File: config.mk
export PLATFORM = sky130hd
export DESIGN_NAME = hsv2rgb_pipe
export DESIGN_NICKNAME = d
export VERILOG_FILES = /design/src/rtl/hsv2rgb_pkg.sv /design/src/rtl/hsv2rgb_pipe_mul_div255.sv /design/src/rtl/hsv2rgb_pipe.sv
export SDC_FILE = /design/constraint.sdc
export NUM_CORES = 1
export LEC_CHECK = 0
export CORE_MARGIN = 4
export CORE_UTILIZATION = 58
export CTS_CLUSTER_DIAMETER = 100
export CTS_CLUSTER_SIZE = 8
export DETAILED_ROUTE_END_ITERATION = 10
export GPL_TIMING_DRIVEN = 0
export PLACE_DENSITY = 0.79
export SLEW_MARGIN = 5
export SYNTH_ARGS = -nofsm -noshare
export SYNTH_HDL_FRONTEND = slang
export SYNTH_SLANG_ARGS = --single-unit
File: constraint.sdc
create_clock -name clk -period 5.8 [get_ports clk]
set_input_delay 0.87 -clock clk [delete_from_list [all_inputs] [get_ports clk]]
set_output_delay 0.87 -clock clk [all_outputs]
set_load 0.05 [all_outputs]
File: src/rtl/hsv2rgb_pkg.sv
// Shared types and constants for the HSV-to-RGB pipeline: pixel field
// widths, hue sector encoding, field slice positions and the exact
// divide-by-255 helper used by every multiplier stage.
package hsv2rgb_pkg;

  localparam int PIX_W    = 8;
  localparam int HSV_W    = 24;
  localparam int SECTOR_W = 3;

  // Hue circle split into six 60-degree sectors, named by the two primaries
  // or secondaries that bound each one.
  typedef enum logic [SECTOR_W-1:0] {
    SEC_R_Y = 3'd0,
    SEC_Y_G = 3'd1,
    SEC_G_C = 3'd2,
    SEC_C_B = 3'd3,
    SEC_B_M = 3'd4,
    SEC_M_R = 3'd5
  } sector_e;

  // Field positions inside the 24-bit {H,S,V} input word.
  localparam int H_MSB = 23;
  localparam int H_LSB = 16;
  localparam int S_MSB = 15;
  localparam int S_LSB = 8;
  localparam int V_MSB = 7;
  localparam int V_LSB = 0;

  // Field positions inside the 24-bit {R,G,B} output word.
  localparam int R_MSB = 23;
  localparam int R_LSB = 16;
  localparam int G_MSB = 15;
  localparam int G_LSB = 8;
  localparam int B_MSB = 7;
  localparam int B_LSB = 0;

  // Exact floor(x/255) for x in 0..65025. The 17-bit sum never carries into
  // bit 16 for that range, so the quotient fits in 8 bits.
  function automatic logic [PIX_W-1:0] div255(input logic [15:0] x);
    logic [16:0] sum;
    sum = {1'b0, x} + 17'd1 + {9'd0, x[15:8]};
    return PIX_W'(sum >> 8);
  endfunction

endpackage

File: src/rtl/hsv2rgb_pipe_mul_div255.sv
// Combinational 8x8 multiply followed by an exact divide by 255.
// Purely combinational; the parent pipeline registers the result.
module mul_div255
  import hsv2rgb_pkg::*;
(
  input  logic [PIX_W-1:0] a,
  input  logic [PIX_W-1:0] b,
  output logic [PIX_W-1:0] y
);

  logic [15:0] prod;

  // Full-precision product, then scale back to 8 bits.
  always_comb begin
    prod = {8'd0, a} * {8'd0, b};
    y    = div255(prod);
  end

endmodule

File: src/rtl/hsv2rgb_pipe.sv
// Four-stage HSV-to-RGB converter, one pixel per clock.
//   Stage 1: hue -> sector and fractional position, S/V forwarded.
//   Stage 2: saturation-weighted fractions.
//   Stage 3: value-scaled p/q/t terms.
//   Stage 4: per-sector channel selection.
// Valid and sideband bits travel in lockstep through the same stages.
// Optional macro HSV2RGB_STALL_EN adds out_ready/in_ready back-pressure;
// without it the pipeline is free-running.
module hsv2rgb_pipe
  import hsv2rgb_pkg::*;
#(
  parameter int SB_W    = 3,
  parameter int LATENCY = 4
) (
  input  logic             clk,
  input  logic             rst,
  input  logic [HSV_W-1:0] hsv_in,
  input  logic             in_valid,
  input  logic [SB_W-1:0]  sb_in,
  output logic [HSV_W-1:0] rgb_out,
  output logic             out_valid,
  output logic [SB_W-1:0]  sb_out
`ifdef HSV2RGB_STALL_EN
  ,
  input  logic             out_ready,
  output logic             in_ready
`endif
);

  // Pipeline advance enable: every stage register moves together or holds.
  logic adv;

`ifdef HSV2RGB_STALL_EN
  // An empty output slot can always be overwritten; a full one only when
  // the consumer takes it.
  assign adv      = !out_valid || out_ready;
  assign in_ready = adv;
`else
  assign adv = 1'b1;
`endif

  // ---------------------------------------------------------------- stage 1
  logic [10:0]      hx;
  sector_e          sec1_q, sec1_d;
  logic [PIX_W-1:0] f1_q, f1_d;
  logic [PIX_W-1:0] s1_q, s1_d;
  logic [PIX_W-1:0] v1_q, v1_d;

  // Stage 1: scale hue by six to split it into sector and fraction.
  // NOTE: every always_comb output gets a hold/default value before any
  // conditional assignment, so no path leaves it unassigned (no latch).
  always_comb begin
    sec1_d = sec1_q;
    f1_d   = f1_q;
    s1_d   = s1_q;
    v1_d   = v1_q;
    hx     = {3'd0, hsv_in[H_MSB:H_LSB]} * 11'd6;
    if (adv) begin
      sec1_d = sector_e'(hx[10:8]);
      f1_d   = hx[7:0];
      s1_d   = hsv_in[S_MSB:S_LSB];
      v1_d   = hsv_in[V_MSB:V_LSB];
    end
  end

  // Stage 1 registers.
  // NOTE: state is updated with non-blocking assignments so every flop
  // samples the pre-edge values regardless of statement order.
  always_ff @(posedge clk) begin
    if (rst) begin
      sec1_q <= SEC_R_Y;
      f1_q   <= '0;
      s1_q   <= '0;
      v1_q   <= '0;
    end else begin
      sec1_q <= sec1_d;
      f1_q   <= f1_d;
      s1_q   <= s1_d;
      v1_q   <= v1_d;
    end
  end

  // ---------------------------------------------------------------- stage 2
  logic [PIX_W-1:0] f1_inv;
  logic [PIX_W-1:0] sf_calc, sfn_calc;
  sector_e          sec2_q, sec2_d;
  logic [PIX_W-1:0] sf2_q, sf2_d;
  logic [PIX_W-1:0] sfn2_q, sfn2_d;
  logic [PIX_W-1:0] sc2_q, sc2_d;
  logic [PIX_W-1:0] v2_q, v2_d;

  assign f1_inv = 8'd255 - f1_q;

  mul_div255 u_sf (
    .a (s1_q),
    .b (f1_q),
    .y (sf_calc)
  );

  mul_div255 u_sfn (
    .a (s1_q),
    .b (f1_inv),
    .y (sfn_calc)
  );

  // Stage 2: saturation-weighted rising/falling fractions and 255-S.
  always_comb begin
    sec2_d = sec2_q;
    sf2_d  = sf2_q;
    sfn2_d = sfn2_q;
    sc2_d  = sc2_q;
    v2_d   = v2_q;
    if (adv) begin
      sec2_d = sec1_q;
      sf2_d  = sf_calc;
      sfn2_d = sfn_calc;
      sc2_d  = 8'd255 - s1_q;
      v2_d   = v1_q;
    end
  end

  // Stage 2 registers.
  always_ff @(posedge clk) begin
    if (rst) begin
      sec2_q <= SEC_R_Y;
      sf2_q  <= '0;
      sfn2_q <= '0;
      sc2_q  <= '0;
      v2_q   <= '0;
    end else begin
      sec2_q <= sec2_d;
      sf2_q  <= sf2_d;
      sfn2_q <= sfn2_d;
      sc2_q  <= sc2_d;
      v2_q   <= v2_d;
    end
  end

  // ---------------------------------------------------------------- stage 3
  logic [PIX_W-1:0] sf2_inv, sfn2_inv;
  logic [PIX_W-1:0] p_calc, q_calc, t_calc;
  sector_e          sec3_q, sec3_d;
  logic [PIX_W-1:0] p3_q, p3_d;
  logic [PIX_W-1:0] q3_q, q3_d;
  logic [PIX_W-1:0] t3_q, t3_d;
  logic [PIX_W-1:0] v3_q, v3_d;

  assign sf2_inv  = 8'd255 - sf2_q;
  assign sfn2_inv = 8'd255 - sfn2_q;

  mul_div255 u_p (
    .a (v2_q),
    .b (sc2_q),
    .y (p_calc)
  );

  mul_div255 u_q (
    .a (v2_q),
    .b (sf2_inv),
    .y (q_calc)
  );

  mul_div255 u_t (
    .a (v2_q),
    .b (sfn2_inv),
    .y (t_calc)
  );

  // Stage 3: value-scaled floor (p), falling (q) and rising (t) channels.
  always_comb begin
    sec3_d = sec3_q;
    p3_d   = p3_q;
    q3_d   = q3_q;
    t3_d   = t3_q;
    v3_d   = v3_q;
    if (adv) begin
      sec3_d = sec2_q;
      p3_d   = p_calc;
      q3_d   = q_calc;
      t3_d   = t_calc;
      v3_d   = v2_q;
    end
  end

  // Stage 3 registers.
  always_ff @(posedge clk) begin
    if (rst) begin
      sec3_q <= SEC_R_Y;
      p3_q   <= '0;
      q3_q   <= '0;
      t3_q   <= '0;
      v3_q   <= '0;
    end else begin
      sec3_q <= sec3_d;
      p3_q   <= p3_d;
      q3_q   <= q3_d;
      t3_q   <= t3_d;
      v3_q   <= v3_d;
    end
  end

  // ---------------------------------------------------------------- stage 4
  logic [HSV_W-1:0] rgb_sel;
  logic [HSV_W-1:0] rgb4_q, rgb4_d;

  // Stage 4: route V/p/q/t onto R/G/B according to the hue sector.
  always_comb begin
    rgb_sel = {v3_q, v3_q, v3_q};
    rgb4_d  = rgb4_q;
    unique case (sec3_q)
      SEC_R_Y: begin
        rgb_sel[R_MSB:R_LSB] = v3_q;
        rgb_sel[G_MSB:G_LSB] = t3_q;
        rgb_sel[B_MSB:B_LSB] = p3_q;
      end
      SEC_Y_G: begin
        rgb_sel[R_MSB:R_LSB] = q3_q;
        rgb_sel[G_MSB:G_LSB] = v3_q;
        rgb_sel[B_MSB:B_LSB] = p3_q;
      end
      SEC_G_C: begin
        rgb_sel[R_MSB:R_LSB] = p3_q;
        rgb_sel[G_MSB:G_LSB] = v3_q;
        rgb_sel[B_MSB:B_LSB] = t3_q;
      end
      SEC_C_B: begin
        rgb_sel[R_MSB:R_LSB] = p3_q;
        rgb_sel[G_MSB:G_LSB] = q3_q;
        rgb_sel[B_MSB:B_LSB] = v3_q;
      end
      SEC_B_M: begin
        rgb_sel[R_MSB:R_LSB] = t3_q;
        rgb_sel[G_MSB:G_LSB] = p3_q;
        rgb_sel[B_MSB:B_LSB] = v3_q;
      end
      SEC_M_R: begin
        rgb_sel[R_MSB:R_LSB] = v3_q;
        rgb_sel[G_MSB:G_LSB] = p3_q;
        rgb_sel[B_MSB:B_LSB] = q3_q;
      end
      default: rgb_sel = {v3_q, v3_q, v3_q};
    endcase
    if (adv) begin
      rgb4_d = rgb_sel;
    end
  end

  // Stage 4 register drives the colour output directly.
  always_ff @(posedge clk) begin
    if (rst) begin
      rgb4_q <= '0;
    end else begin
      rgb4_q <= rgb4_d;
    end
  end

  // ------------------------------------------------------ valid / sideband
  logic [LATENCY-1:0] valid_q, valid_d;
  logic [SB_W-1:0]    sb_q [LATENCY];
  logic [SB_W-1:0]    sb_d [LATENCY];

  // Valid and sideband shift through LATENCY slots in step with the data.
  always_comb begin
    valid_d = valid_q;
    for (int i = 0; i < LATENCY; i++) begin
      sb_d[i] = sb_q[i];
    end
    if (adv) begin
      valid_d = {valid_q[LATENCY-2:0], in_valid};
      sb_d[0] = sb_in;
      for (int i = 1; i < LATENCY; i++) begin
        sb_d[i] = sb_q[i-1];
      end
    end
  end

  // Valid and sideband delay registers.
  // NOTE: the sideband delay line is a small register array that must read
  // as zero after reset, so each entry is cleared explicitly; a RAM-style
  // array without reset would leak stale sync bits.
  always_ff @(posedge clk) begin
    if (rst) begin
      valid_q <= '0;
      for (int i = 0; i < LATENCY; i++) begin
        sb_q[i] <= '0;
      end
    end else begin
      valid_q <= valid_d;
      sb_q    <= sb_d;
    end
  end

  assign rgb_out   = rgb4_q;
  assign out_valid = valid_q[LATENCY-1];
  assign sb_out    = sb_q[LATENCY-1];

endmodule

Yosys cells after proc, flatten, opt, wreduce, memory -nomap -nowiden
Cells that the tools add are included.

Add/subtract/negate cells: 14. $mul: 6. Equality and inequality tests: 5. Mux-type cells: 1. Reductions and logical operators: 1.

Operator list (count): case mux 24 bit (6 select lines) (1); adder 16 x 1 -> 16 bit (second input constant) (5); adder 16 x 8 -> 16 bit (5); multiplier 8 x 8 -> 16 bit (5); subtractor 8 bit (first input constant) (4); multiplier 8 x 2 -> 10 bit (second input constant) (1); equality test 3 x 2 -> 1 bit (second input constant) (2); equality test 3 bit (second input constant) (2); equality test 3 x 1 -> 1 bit (second input constant) (1); logical NOT 3 bit (1).

Register bits after elaboration: 137. Input port bits: 30. Output and inout port bits: 28. Logic and storage cells: 48.

Logic depth before layout (Yosys ltp)
Word-level depth: 4. Depth in mapped cells: 27. Depth with buffers taken out: 26.

By module
A second synthesis with hierarchy kept.

Cells, all modules: 2047. Area, all modules: 18292.5 µm².

Modules (own cells, without submodules): hsv2rgb_pipe (instances 1, cells an instance 495, area each 4951.0 µm², sequential area each 2722.6 µm²); mul_div255 (u_t) (instances 1, cells an instance 334, area each 2885.3 µm², sequential area each 0.0 µm²); mul_div255 (u_q) (instances 1, cells an instance 320, area each 2771.4 µm², sequential area each 0.0 µm²); mul_div255 (u_p) (instances 1, cells an instance 300, area each 2576.2 µm², sequential area each 0.0 µm²); mul_div255 (u_sfn) (instances 1, cells an instance 298, area each 2568.7 µm², sequential area each 0.0 µm²); mul_div255 (u_sf) (instances 1, cells an instance 300, area each 2539.9 µm², sequential area each 0.0 µm²).

Worst setup path before layout
OpenSTA, ideal clock, no wires.

Kind: reg2reg. From: register v2_q[0]. To: register t3_q[7]. Setup time: 71 ps. Arrival time: 5978 ps. Data required time: 5729 ps. Setup slack: -248 ps. Stages on the path, launching flop included: 26. Buffers on the path: 1. Clock period less this slack: 6048 ps. Path through: dfxtp_1 clkbuf_1 nand2b_1 fa_1 fa_1 inv_1 fa_1 inv_1 fa_1 inv_1 ha_1 a21oi_1 o21ai_1 and4_1 o21ai_0 nand2b_1 a21oi_1 xnor2_1 ha_1 nand2b_1 a211oi_1 nor4_1 o31ai_2 nand2_1 or3_1 a21oi_1.

Cells in the longest elaborated chain, start to end: 3.

Ends and longest elaborated chain: from (decl) (RTL line hsv2rgb_pipe.sv:90) `logic [PIX_W-1:0] v2_q, v2_d;`; from (signal assigned) (RTL line hsv2rgb_pipe.sv:135) `v2_q <= v2_d;`; multiplier 8 x 8 -> 16 bit * (RTL line hsv2rgb_pipe_mul_div255.sv:15) `prod = {8'd0, a} * {8'd0, b};`; adder 16 x 1 -> 16 bit (RTL line hsv2rgb_pkg.sv:41) `sum = {1'b0, x} + 17'd1 + {9'd0, x[15:8]};`; adder 16 x 8 -> 16 bit * (RTL line hsv2rgb_pkg.sv:41); to (signal assigned) (RTL line hsv2rgb_pipe.sv:197) `t3_q <= t3_d;`; to (decl) (RTL line hsv2rgb_pipe.sv:145) `logic [PIX_W-1:0] t3_q, t3_d;`.

Mark *: on every way between the ends. The rest lies on a longest branch, timed or not. A chain may end at the register's enable or synchronous reset.

Worst setup path in the final report
From: register v2_q[6]. To: register t3_q[5].

Same word-level chain as after synthesis.

==> metrics.cfg <==
[sta]
whs_ns = 0.4364
layout_setup_ws_ns = -0.6665
max_freq_mhz = 154.6
setup_viol = 30
fin_crit_sh_pct = 111.5
finalHoldViolCount = 0
slew_violations = 0
skew_ns = 0.04045
min_period_ns = 6.467
worstMarginPinSlew_ns = 1.121
slew_headroom_pct = 25.25
rsz0062_at_grt = yes

[pwr]
power.leakage_nw = 10.18
ir_drop_mv = 0.3137
sw_frac_of_total_pct = 46.97
p_seq_share_pct = 17.1
p_comb_share_pct = 67.0
internal-power_mw = 3.842
switching_power_mw = 3.403
power.density_mw_per_mm2 = 337.5
finalPower_mw = 7.245
power_frac_clock_pct = 16.0

[outcome]
status = complete, but fails checks
violations = setup timing

[placement]
place_hpwl_um = 32280
place_inst = 2340
pre_cts_ws_ns = -1.203
gp_congestion = 0.9075
port_buffers = 56

[worst_setup_path]
critPathBufInv = 5
cp_slowest_stage_delay_ns = 0.63
path_class = reg2reg
required_ns = 6.10
r2r_cells = 24
cp_slowest_cell = fa_1
startpoint = v2_q[6]
r2r_setup_slack_ns = -0.67
worstReg2RegEnd = t3_q[5]
cp_common_cell = fa_1
start_kind = flip-flop
endpoint_kind = flip-flop
crit_chain = clkbuf_8 > nor2b_2 > fa_1 > fa_1 > fa_1 > inv_2 > fa_2 > inv_2 > ha_4 > o21a_1 > nor2_4 > or2_4 > xnor2_4 > ha_2 > a211oi_2 > o21ai_2 > nor4b_4 > buf_4 > or2_4 > o31ai_4 > buf_4 > nand4_1 > xor2_1 > nor2_1
r2r-start = v2_q[6]
crit_cells = 24
cp_max_fo = 10
path_delay_family = adder cells
worstSetupEndpoint = t3_q[5]
cp_data_arrival_time_ns = 6.77

[detailed_routing]
vias = 15690
detail-route-antenna-nets = 0
drt_iter0_drc = 1505
drtPass1Iterations = 5
route.detailed.drc = 0
via_per_inst = 6.280
detail_route.wl_per_cell_um = 23.41
wl_um = 58480

[logic_synthesis]
synth_top_family_by_area = adder cells
synth-xor-area-share_pct = 4.741
synth.distinct_cells = 71
synth_edf_count = 0
yosys_warnings = 0
synthArstFlopShare_pct = 0
synthCells = 1906
synth_compound_area_share_pct = 10.44
synth_mux_area_share_pct = 0.3757
yosys_register_bits = 136
synth_ff_type = dfxtp_1
ys_seq_area_share_pct = 16.35
synth_fp_nets = 2331
syn_area_per_cell_um2 = 8.737
yosys.area_share.simple_pct = 23.08
netlist_area_mm2 = 0.01665
synth_adder_area_share_pct = 37.75

[cts]
cts_tree = yes
clock_path_buffers = 2
clk_pin_slew_worst_paths_ns = 0.07
cts_buffers = 17
insertion_delay_ns = 0.47
root_buffer = clkbuf_16
cts.sink_count = 136
htreeDepth = 4

[global_route]
grt_pass1_wl_um = 78780
grt_max_degree = 17
grt_pass1_vias = 15290
antenna_found_initial = 1
groute.usage.overall_pct = 31.40
grt_remaining_overflow = 0

[floorplanning]
die_h_um = 177.5
die_x_um = 177.5
rows = 61
pin_count = 58
core_area_mm2 = 0.02809
dieArea_mm2 = 0.03149
start_util_pct = 59.29

[final_layout]
fin_cells = 2498
fin_nets = 2531
utilization_pct = 76.44
drive_gt1_share_pct = 23.45
syn2layout_area_growth_pct = 28.92

[worst_hold_path]
hold_class = reg2reg
hp-start = sb_d[1]

[job]
drv_cap = 0

==> cells in the mapped netlist (5+ instances only) <==
cell      number  share of area, %
inv_1        259               5.8
ha_1         220                17
nor2b_1      181               6.8
fa_1         175                21
nor2_1       161               3.6
dfxtp_1      136                16
and2_1       108               4.1
a21oi_1       78               2.3
nand2_1       71               1.6
nand2b_1      60               2.3
clkbuf_1      59               1.3
xnor2_1       45               2.4
xor2_1        40               2.1
o21ai_0       38               1.1
a221oi_1      26               1.4
a21o_1        18              0.81
nand3_1       18              0.54
nor3_1        16              0.48
or3_1         16              0.60
nand4_1       12              0.45
a211oi_1      10              0.45
and3_1        10              0.38
nand3b_1      10              0.45
o21a_1        10              0.45
o211ai_1       9              0.41
a22oi_1        8              0.36
or2_2          8              0.30
a31oi_1        6              0.23
o21bai_1       6              0.27
o31ai_1        6              0.27
a21boi_0       5              0.23
and4b_1        5              0.30
nor4_1         5              0.19
==> logic make-up after synthesis <==
family | after synthesis
xor+xnor | 87
compound gates | 256
flops | 136
simple gates | 701
fa+ha+maj | 398
mux | 6
buf+inv | 322
==> sequential cells by signal (all words and copies together) (netlist names), 4 cells and up <==
signal,cells
f1_q,7
p3_q,8
q3_q,8
rgb_out,24
s1_q,8
sb_d,9
sc2_q,8
sf2_q,8
sfn2_q,8
t3_q,8
v1_q,8
v2_q,8
v3_q,8
valid_q,4
==> placed cells by master, fill, tap and decap left out, types with 46 or more instances in the layout <==
| cell type | count |
|---|---|
| fa_1 | 167 |
| nor2_1 | 149 |
| nand2b_1 | 54 |
| clkdlybuf4s50_1 | 56 |
| ha_1 | 186 |
| nor2b_1 | 154 |
| buf_4 | 111 |
| dfxtp_1 | 102 |
| a21oi_1 | 46 |
| nand2_1 | 64 |
| and2_1 | 107 |
| inv_1 | 239 |
==> stage by stage <==
stage	area, um^2	TNS (ns)
2_1_floorplan	16720	0
6_report	21470	-8.541
4_1_cts	20180	-0.07997
3_5_place_dp	17750	-33.47
3_3_place_gp	17750	-30.13
5_1_grt	21470	-13.05
==> area by class of cell <==
type / instances / area (um^2)
inverters: 259 / 991.0
fillers: 1601 / 6618
well taps: 378 / 473.0
multi-input cells: 1448 / 14380
repair buffers: 182 / 1637
diodes: 1 / 2.502
flip-flops and latches: 136 / 2828
clock inverters: 12 / 140.1
clock buffers: 20 / 456.7
plain buffers: 62 / 558.0
==> routing by layer <==
metal / wire, um / vias up / global-route usage, %
li1: - / 6617 / -
met1: 20360 / 7601 / 38.48
met2: 27670 / 1048 / 53.75
met3: 5093 / 419 / 4.942
met4: 5348 / 2 / 15.66
met5: 11 / - / 0.3205
==> worst min path at each step <==
| stage | cells past startpoint | slack [ns] | endpoint |
|---|---|---|---|
| final | 1 | 0.44 | sb_out[1] |
| after global routing | 1 | 0.46 | valid_q[1] |
| after CTS | 1 | 0.43 | sec2_q[0] |
| after global placement | 1 | 0.42 | sb_d[1] |
| after floorplan | 1 | 0.41 | sb_d[0] |
| after detailed placement | 1 | 0.42 | sec2_q[0] |
==> what timing repair did <==
| item | 4_1_cts | 5_1_grt |
|---|---|---|
| resized for setup | 286 | 213 |
| setup buffers | 83 | 43 |
| pin swaps | 85 | 116 |
| setup endpoints to repair | 40 | 40 |
| hold buffers | 0 | 0 |
==> power by group through the flow <==
stage	Clock, mW	Sequential [mW]	Combinational, mW
finish	1.16	1.24	4.85
global placement	0	1.22	2.82
floorplan	0	1.18	2.26
CTS	1.13	1.20	3.71
global route	1.19	1.24	5.13
detailed placement	0	1.22	2.94
No activity file was read; power rests on OpenSTA's default activity.
